<file path="src/rtl/bcd_to_binary_seq.sv">
// -----------------------------------------------------------------------------
// bcd_to_binary_seq
//
// Sequential 3-digit BCD to 12-bit binary converter using reverse double-dabble.
// One shift/correct iteration is performed per clock; a conversion takes 12
// iterations. Digits above 9 are optionally flagged instead of converted.
//
// Ports:
//   clk      in   1   system clock, rising edge
//   rst_n    in   1   asynchronous active-low reset
//   start    in   1   conversion request, only sampled while idle
//   hundreds in   4   BCD hundreds digit (sampled on the accepting edge)
//   tens     in   4   BCD tens digit
//   ones     in   4   BCD ones digit
//   binary   out 12   result, held until the next conversion completes
//   busy     out  1   high while iterations are running
//   done     out  1   one-cycle pulse, binary/error valid
//   error    out  1   last accepted request contained an invalid digit
// -----------------------------------------------------------------------------
module bcd_to_binary_seq #(
    parameter int DIGIT_CHECK = 1
) (
    input  logic        clk,
    input  logic        rst_n,
    input  logic        start,
    input  logic [3:0]  hundreds,
    input  logic [3:0]  tens,
    input  logic [3:0]  ones,
    output logic [11:0] binary,
    output logic        busy,
    output logic        done,
    output logic        error
);

    localparam logic [1:0] S_IDLE  = 2'd0;
    localparam logic [1:0] S_SHIFT = 2'd1;
    localparam logic [1:0] S_DONE  = 2'd2;

    localparam logic [3:0] LAST_ITER = 4'd11;

    logic [1:0]  r_state;
    logic [11:0] r_bcd;
    logic [11:0] r_bin;
    logic [3:0]  r_count;
    logic [11:0] r_binary;
    logic        r_busy;
    logic        r_done;
    logic        r_error;

    logic [23:0] w_shift;
    logic [11:0] w_bcd_next;
    logic [11:0] w_bin_next;
    logic        w_invalid;

    // After a right shift, a BCD nibble that reached 8 or more received a
    // carried-in "ten" worth 8 from the digit above; a decimal ten is only
    // worth 5 at this position, so 3 is removed.
    function automatic logic [3:0] fix_digit(input logic [3:0] d);
        return (d >= 4'd8) ? (d - 4'd3) : d;
    endfunction

    always_comb begin
        w_shift    = {r_bcd, r_bin} >> 1;
        w_bin_next = w_shift[11:0];
        w_bcd_next = {fix_digit(w_shift[23:20]),
                      fix_digit(w_shift[19:16]),
                      fix_digit(w_shift[15:12])};
        w_invalid  = (DIGIT_CHECK != 0) &&
                     ((hundreds > 4'd9) || (tens > 4'd9) || (ones > 4'd9));
    end

    always_ff @(posedge clk or negedge rst_n) begin
        if (!rst_n) begin
            r_state  <= S_IDLE;
            r_bcd    <= '0;
            r_bin    <= '0;
            r_count  <= '0;
            r_binary <= '0;
            r_busy   <= 1'b0;
            r_done   <= 1'b0;
            r_error  <= 1'b0;
        end else begin
            case (r_state)
                S_IDLE: begin
                    r_done <= 1'b0;
                    if (start) begin
                        r_bcd <= {hundreds, tens, ones};
                        r_bin <= '0;
                        if (w_invalid) begin
                            // Skip the iterations entirely; report on the next cycle.
                            r_binary <= '0;
                            r_error  <= 1'b1;
                            r_done   <= 1'b1;
                            r_state  <= S_DONE;
                        end else begin
                            r_error <= 1'b0;
                            r_count <= '0;
                            r_busy  <= 1'b1;
                            r_state <= S_SHIFT;
                        end
                    end
                end
                S_SHIFT: begin
                    r_bcd   <= w_bcd_next;
                    r_bin   <= w_bin_next;
                    r_count <= r_count + 4'd1;
                    if (r_count == LAST_ITER) begin
                        // Result register only changes here, so a previous
                        // result stays visible for the whole conversion.
                        r_binary <= w_bin_next;
                        r_busy   <= 1'b0;
                        r_done   <= 1'b1;
                        r_state  <= S_DONE;
                    end
                end
                S_DONE: begin
                    r_done  <= 1'b0;
                    r_state <= S_IDLE;
                end
                default: begin
                    r_busy  <= 1'b0;
                    r_done  <= 1'b0;
                    r_state <= S_IDLE;
                end
            endcase
        end
    end

    assign binary = r_binary;
    assign busy   = r_busy;
    assign done   = r_done;
    assign error  = r_error;

endmodule

</file>
<file path="config.mk">
export PLATFORM = sky130hd
export DESIGN_NAME = bcd_to_binary_seq
export DESIGN_NICKNAME = d
export VERILOG_FILES = /design/src/rtl/bcd_to_binary_seq.sv
export SDC_FILE = /design/constraint.sdc
export NUM_CORES = 1
export LEC_CHECK = 0
export BUFFER_PORTS_ARGS = -buffer_cell sky130_fd_sc_hd__buf_2
export CORE_ASPECT_RATIO = 1.5
export CORE_MARGIN = 10
export CORE_UTILIZATION = 55
export DETAILED_ROUTE_END_ITERATION = 8
export HOLD_SLACK_MARGIN = 0.12
export PLACE_DENSITY = 0.87
export SLEW_MARGIN = 20
export SYNTH_ARGS = -nofsm -noshare
export SYNTH_HDL_FRONTEND = slang
export SYNTH_SLANG_ARGS = --single-unit
</file>
<file path="constraint.sdc">
create_clock -name clk -period 1.9 [get_ports clk]
set_input_delay 0.57 -clock clk [delete_from_list [all_inputs] [get_ports clk]]
set_output_delay 0.57 -clock clk [all_outputs]
set_load 0.005 [all_outputs]
</file>
**Word level (Yosys, flattened, before mapping)**

Cells that the tools add are included.

- Mux-type cells: 26
- $lt $le $gt $ge: 6
- Bitwise operators: 1
- Reductions and logical operators: 10
- $add $sub $neg: 4
- Eq/ne operators: 7

Operators by type and width:

| kind | number |
|---|---|
| $pmux W12 S2 | 3 |
| $mux W12 | 5 |
| $mux W4 | 5 |
| $gt A4 B4 Y1 const B | 3 |
| $ge A4 B4 Y1 const B | 2 |
| $ne A2 B2 Y1 const B | 4 |
| $pmux W4 S2 | 1 |
| $reduce_and A4 Y1 | 2 |
| $sub A4 B2 Y4 const B | 2 |
| $mux W1 | 6 |
| $mux W2 | 3 |
| $reduce_and A2 Y1 | 3 |
| $add A4 B1 Y4 const B | 1 |
| $eq A4 B4 Y1 const B | 1 |
| $ge A3 B4 Y1 const B | 1 |
| $pmux W2 S2 | 1 |
| $sub A3 B2 Y4 const B | 1 |
| $pmux W1 S3 | 1 |
| $reduce_and A3 Y1 | 1 |
| $eq A2 B1 Y1 const B | 1 |
| $eq A2 B2 Y1 const B | 1 |
| $logic_not A2 Y1 | 1 |
| $logic_or A1 B1 Y1 | 2 |
| $pmux W1 S2 | 1 |
| other kinds (2) | 2 |

- Logic and storage cells: 62
- Register bits: 45
- Bits of input ports: 15
- Output and inout port bits: 15

**Longest topological paths before layout**

- Word-level depth: 6
- Mapped depth: 6
- Gate-level depth less buffers: 5

**Worst setup path after synthesis**

No wires, ideal clock.

- Path type: input port to flip-flop
- Start point: in ones[2]
- End point: reg r_count[3]
- Setup slack: 0.433 ns
- Buffers on the path: 0
- Data required time: 1.823 ns
- Setup time: 0.077 ns
- Cell stages on the path: 4
- Data arrival time: 1.389 ns
- Cells stage by stage: o21ai_2 > a41oi_4 > or3_1 > a21oi_1

- Cells in the longest elaborated chain, start to end: 4

RTL lines:

| element | RTL line | text |
|---|---|---|
| from (decl) | 28 | `input logic [3:0] ones,` |
| $gt A4 B4 Y1 | 69 | `((hundreds > 4'd9) \|\| (tens > 4'd9) \|\| (ones > 4'd9));` |
| $logic_or A1 B1 Y1 | 69 |  |
| $ne A2 B2 Y1 (no source line) | n/a |  |
| $reduce_and A3 Y1 (no source line) | n/a |  |
| to (signal assigned) | 106 | `r_count <= r_count + 4'd1;` |
| to (decl) | 44 | `logic [3:0] r_count;` |

No other way between the ends.
A chain may end at the register's enable or synchronous reset.

**Worst setup path in the final report**

- Start point: reg r_count[0]
- End point: reg r_binary[8] (netlist: binary[8])

- Cells in the longest elaborated chain, start to end: 3

RTL lines:

| element | RTL line | text |
|---|---|---|
| $eq A4 B4 Y1 | 107 | `if (r_count == LAST_ITER) begin` |
| $ne A2 B2 Y1 (no source line) | n/a |  |
| $reduce_and A4 Y1 (no source line) | n/a |  |
| to (signal assigned) | 110 | `r_binary <= w_bin_next;` |
| to (decl) | 45 | `logic [11:0] r_binary;` |

No other way between the ends.

==> flow_metrics.tcl <==
set metrics [dict create \
    status "finished clean" \
    grt_max_degree 27 \
    crit_family "simple AND/OR/NAND/NOR gates" \
    synth.area.top_cells "dfrtp_1 (56%), a22o_1 (11%), ha_1 (3.2%), nand2_1 (2.9%), a31oi_1 (2.5%)" \
    routabilityCongestion 0.8405 \
    grt_pass1_vias 1578 \
    dpl.hpwl_mm 3.166 \
    synth_edf_count 0 \
    dp_cells 236 \
    grt_usage_pct 14.89 \
    area_growth_pct 15.69 \
    instances_no_fill 244 \
    core_area_um2 3416 \
    setup_ws_ps 152.9 \
    htreeDepth 2 \
    syn_nets 188 \
    num_io_pins 30 \
    path_buf_inv 0 \
    via_per_inst 5.980 \
    utilization_pct 66.70 \
    vias 1459 \
    cap_violations 0 \
    wl_per_cell_um 17.73 \
    final_layout_size_suffix_gt1_share_pct 26.24 \
    antenna_left 0 \
    cts_setup_buffers 0 \
    drtIter0Drc 84 \
    worstSkewPairLatency_ps 310 \
    start_util_pct 57.66 \
    synthArstFlopShare_pct 100.0 \
    critPathKind "flip-flop to flip-flop" \
    clock_skew_ps 8.474 \
    finalInstanceArea_um2 2278 \
    r2r_start "r_count[0]" \
    insertedDiodeCount 0 \
    cp_cell_sequence "ha_1 -> nand3b_1 -> nor2_1 -> a22o_1" \
    die_y_um 93.29 \
    reg2regPathDepth 4 \
    total_power_mw 3.269 \
    yosysSeqAreaShare_pct 55.91 \
    fin_crit_ps 1747 \
    final_nets 221 \
    slowest_delay_ps 680 \
    finalHoldViolCount 0 \
    num-fill-cells 254 \
    min_path_type "input pin to async pin" \
    antenna_found_initial 0 \
    drt_pass1_iterations 4 \
    portBuffers 29 \
    cts_repair_resize_count 0 \
    cp-start-kind "flip-flop" \
    slew_violations 0 \
    irDropWorstVdd_mv 1.012 \
    synth_top_area_share_pct 55.91 \
    die_w_um 68.86 \
    cp_data_required_time_ps 2140 \
    synth-main-ff-cell "dfrtp_1" \
    ctsLongestPathBuffers 2 \
    yosys.area.top_type "dfrtp_1" \
    path_clk_slew_ps 90 \
    tightest_slew_ps 841.1 \
    fmax_ghz 0.5724 \
    preCtsSetupSlack_ps 158.4 \
    timing.hold.ws_ps 207.1 \
    cts-hold-fix-buffers 0 \
    ys_warn_count 0 \
    endpoint_kind "flip-flop" \
    synthCells 168 \
    rsz0062_at_grt "no" \
    drc 0 \
    syn-cell-area_um2 1969 \
    synth_cell_types 35 \
    grt_overflow 0 \
    r2r_setup_slack_ps 150 \
    slowest_stage "nor2_1" \
    timing.rr.end "binary[8]" \
    maxSlewHeadroom_pct 43.72 \
    synth.avg_cell_area_um2 11.72 \
    drt-total-wl_mm 4.325 \
    cts_root_buffer "clkbuf_8" \
    clkSinkCount 44 \
    dpl_cell_area_um2 2163 \
    cts_made_buffers 5 \
    p_per_area_nw_per_um2 1435 \
    placementRows 26 \
    cp_data_arrival_time_ps 1980 \
    crit_fanout 12 \
    fin_setup_tns_ps 0 \
    die_area_um2 6424 \
    setup_viol 0 \
    power.leakage_nw 1.117 \
    grt_pass1_wl_mm 7.458 \
    ys_ff_latch 44 \
    finalCritPeriodShare_pct 91.95 \
    tritoncts "built" \
]
[flip-flops by register name (all words and copies together) (netlist names)]
name / flops
busy: 1
r_bcd: 12
r_count: 4
r_state: 2
error: 1
done: 1
r_bin: 11
binary: 12
[report_power, final]
group | total, mW | internal, mW | switching [mW] | leakage [nW]
clock network | 0.740 | 0.396 | 0.344 | 0.0548
registers | 1.41 | 1.17 | 0.243 | 0.576
logic | 1.12 | 0.491 | 0.626 | 0.486
[layout by cell type, fill, tap and decap left out, drive strengths merged, types with 2 or more instances in the layout]
master   n
ha       5
a22o    24
nand2   16
and2b    2
a31oi    8
buf     34
nand2b   4
xnor2    4
a221oi   2
o211a    2
nand3    2
clkbuf   5
nor2    13
a221o    2
inv      8
o22ai    4
a21oi    4
o21ai    8
dfrtp   44
[routing by layer]
| metal | vias up | GRT usage (%) | part of all wire, % |
|---|---|---|---|
| li1 | 675 | - | - |
| met1 | 733 | 16.86 | 40 |
| met2 | 45 | 24.46 | 52 |
| met3 | 6 | 4.779 | 5.7 |
| met4 | 0 | 6.436 | 1.5 |
| met5 | - | 0 | 0 |
[logic make-up after synthesis]
group / after synthesis / synth area share (%)
AOI/OAI and AO/OA: 59 / 24.33
xor gates and xnor gates: 4 / 1.779
buffers and inverters: 15 / 4.066
and+or+nand+nor: 41 / 10.74
adders and majority gates: 5 / 3.177
DFF: 44 / 55.91
[synthesized netlist by cell type (2+ instances only)]
master / instances
o211a_1: 2
buf_2: 4
a31oi_1: 8
inv_1: 6
o21ai_0: 4
nand2_1: 15
nand2b_1: 4
a22o_1: 24
nor2_1: 11
nand3_1: 2
dfrtp_1: 44
nor2_4: 2
buf_6: 2
ha_1: 5
a21oi_1: 4
a221oi_1: 2
o21ai_2: 4
o22ai_1: 4
a221o_1: 2
xnor2_1: 4
[worst max path at each step]
stage	depth (start not counted)	endpoint	from
after floorplan	4	r_count[3]	ones[2]
after global placement	6	binary[10]	start
after detailed placement	6	binary[8]	start
after CTS	4	binary[8]	r_count[0]
after global routing	4	binary[8]	r_count[0]
final	4	binary[8]	r_count[0]
[layout make-up]
class                      instances  area (µm²)  area share, %
clock buffer                       5       68.82          3.020
clock inverter                     3       46.29          2.032
inverter                           7       26.28          1.153
multi-input combinational        109       788.3          34.60
sequential                        44        1101          48.33
tap                               42       52.55          2.306
timing repair buffer              34       195.2          8.567
Power figures use the tool's default switching activity.
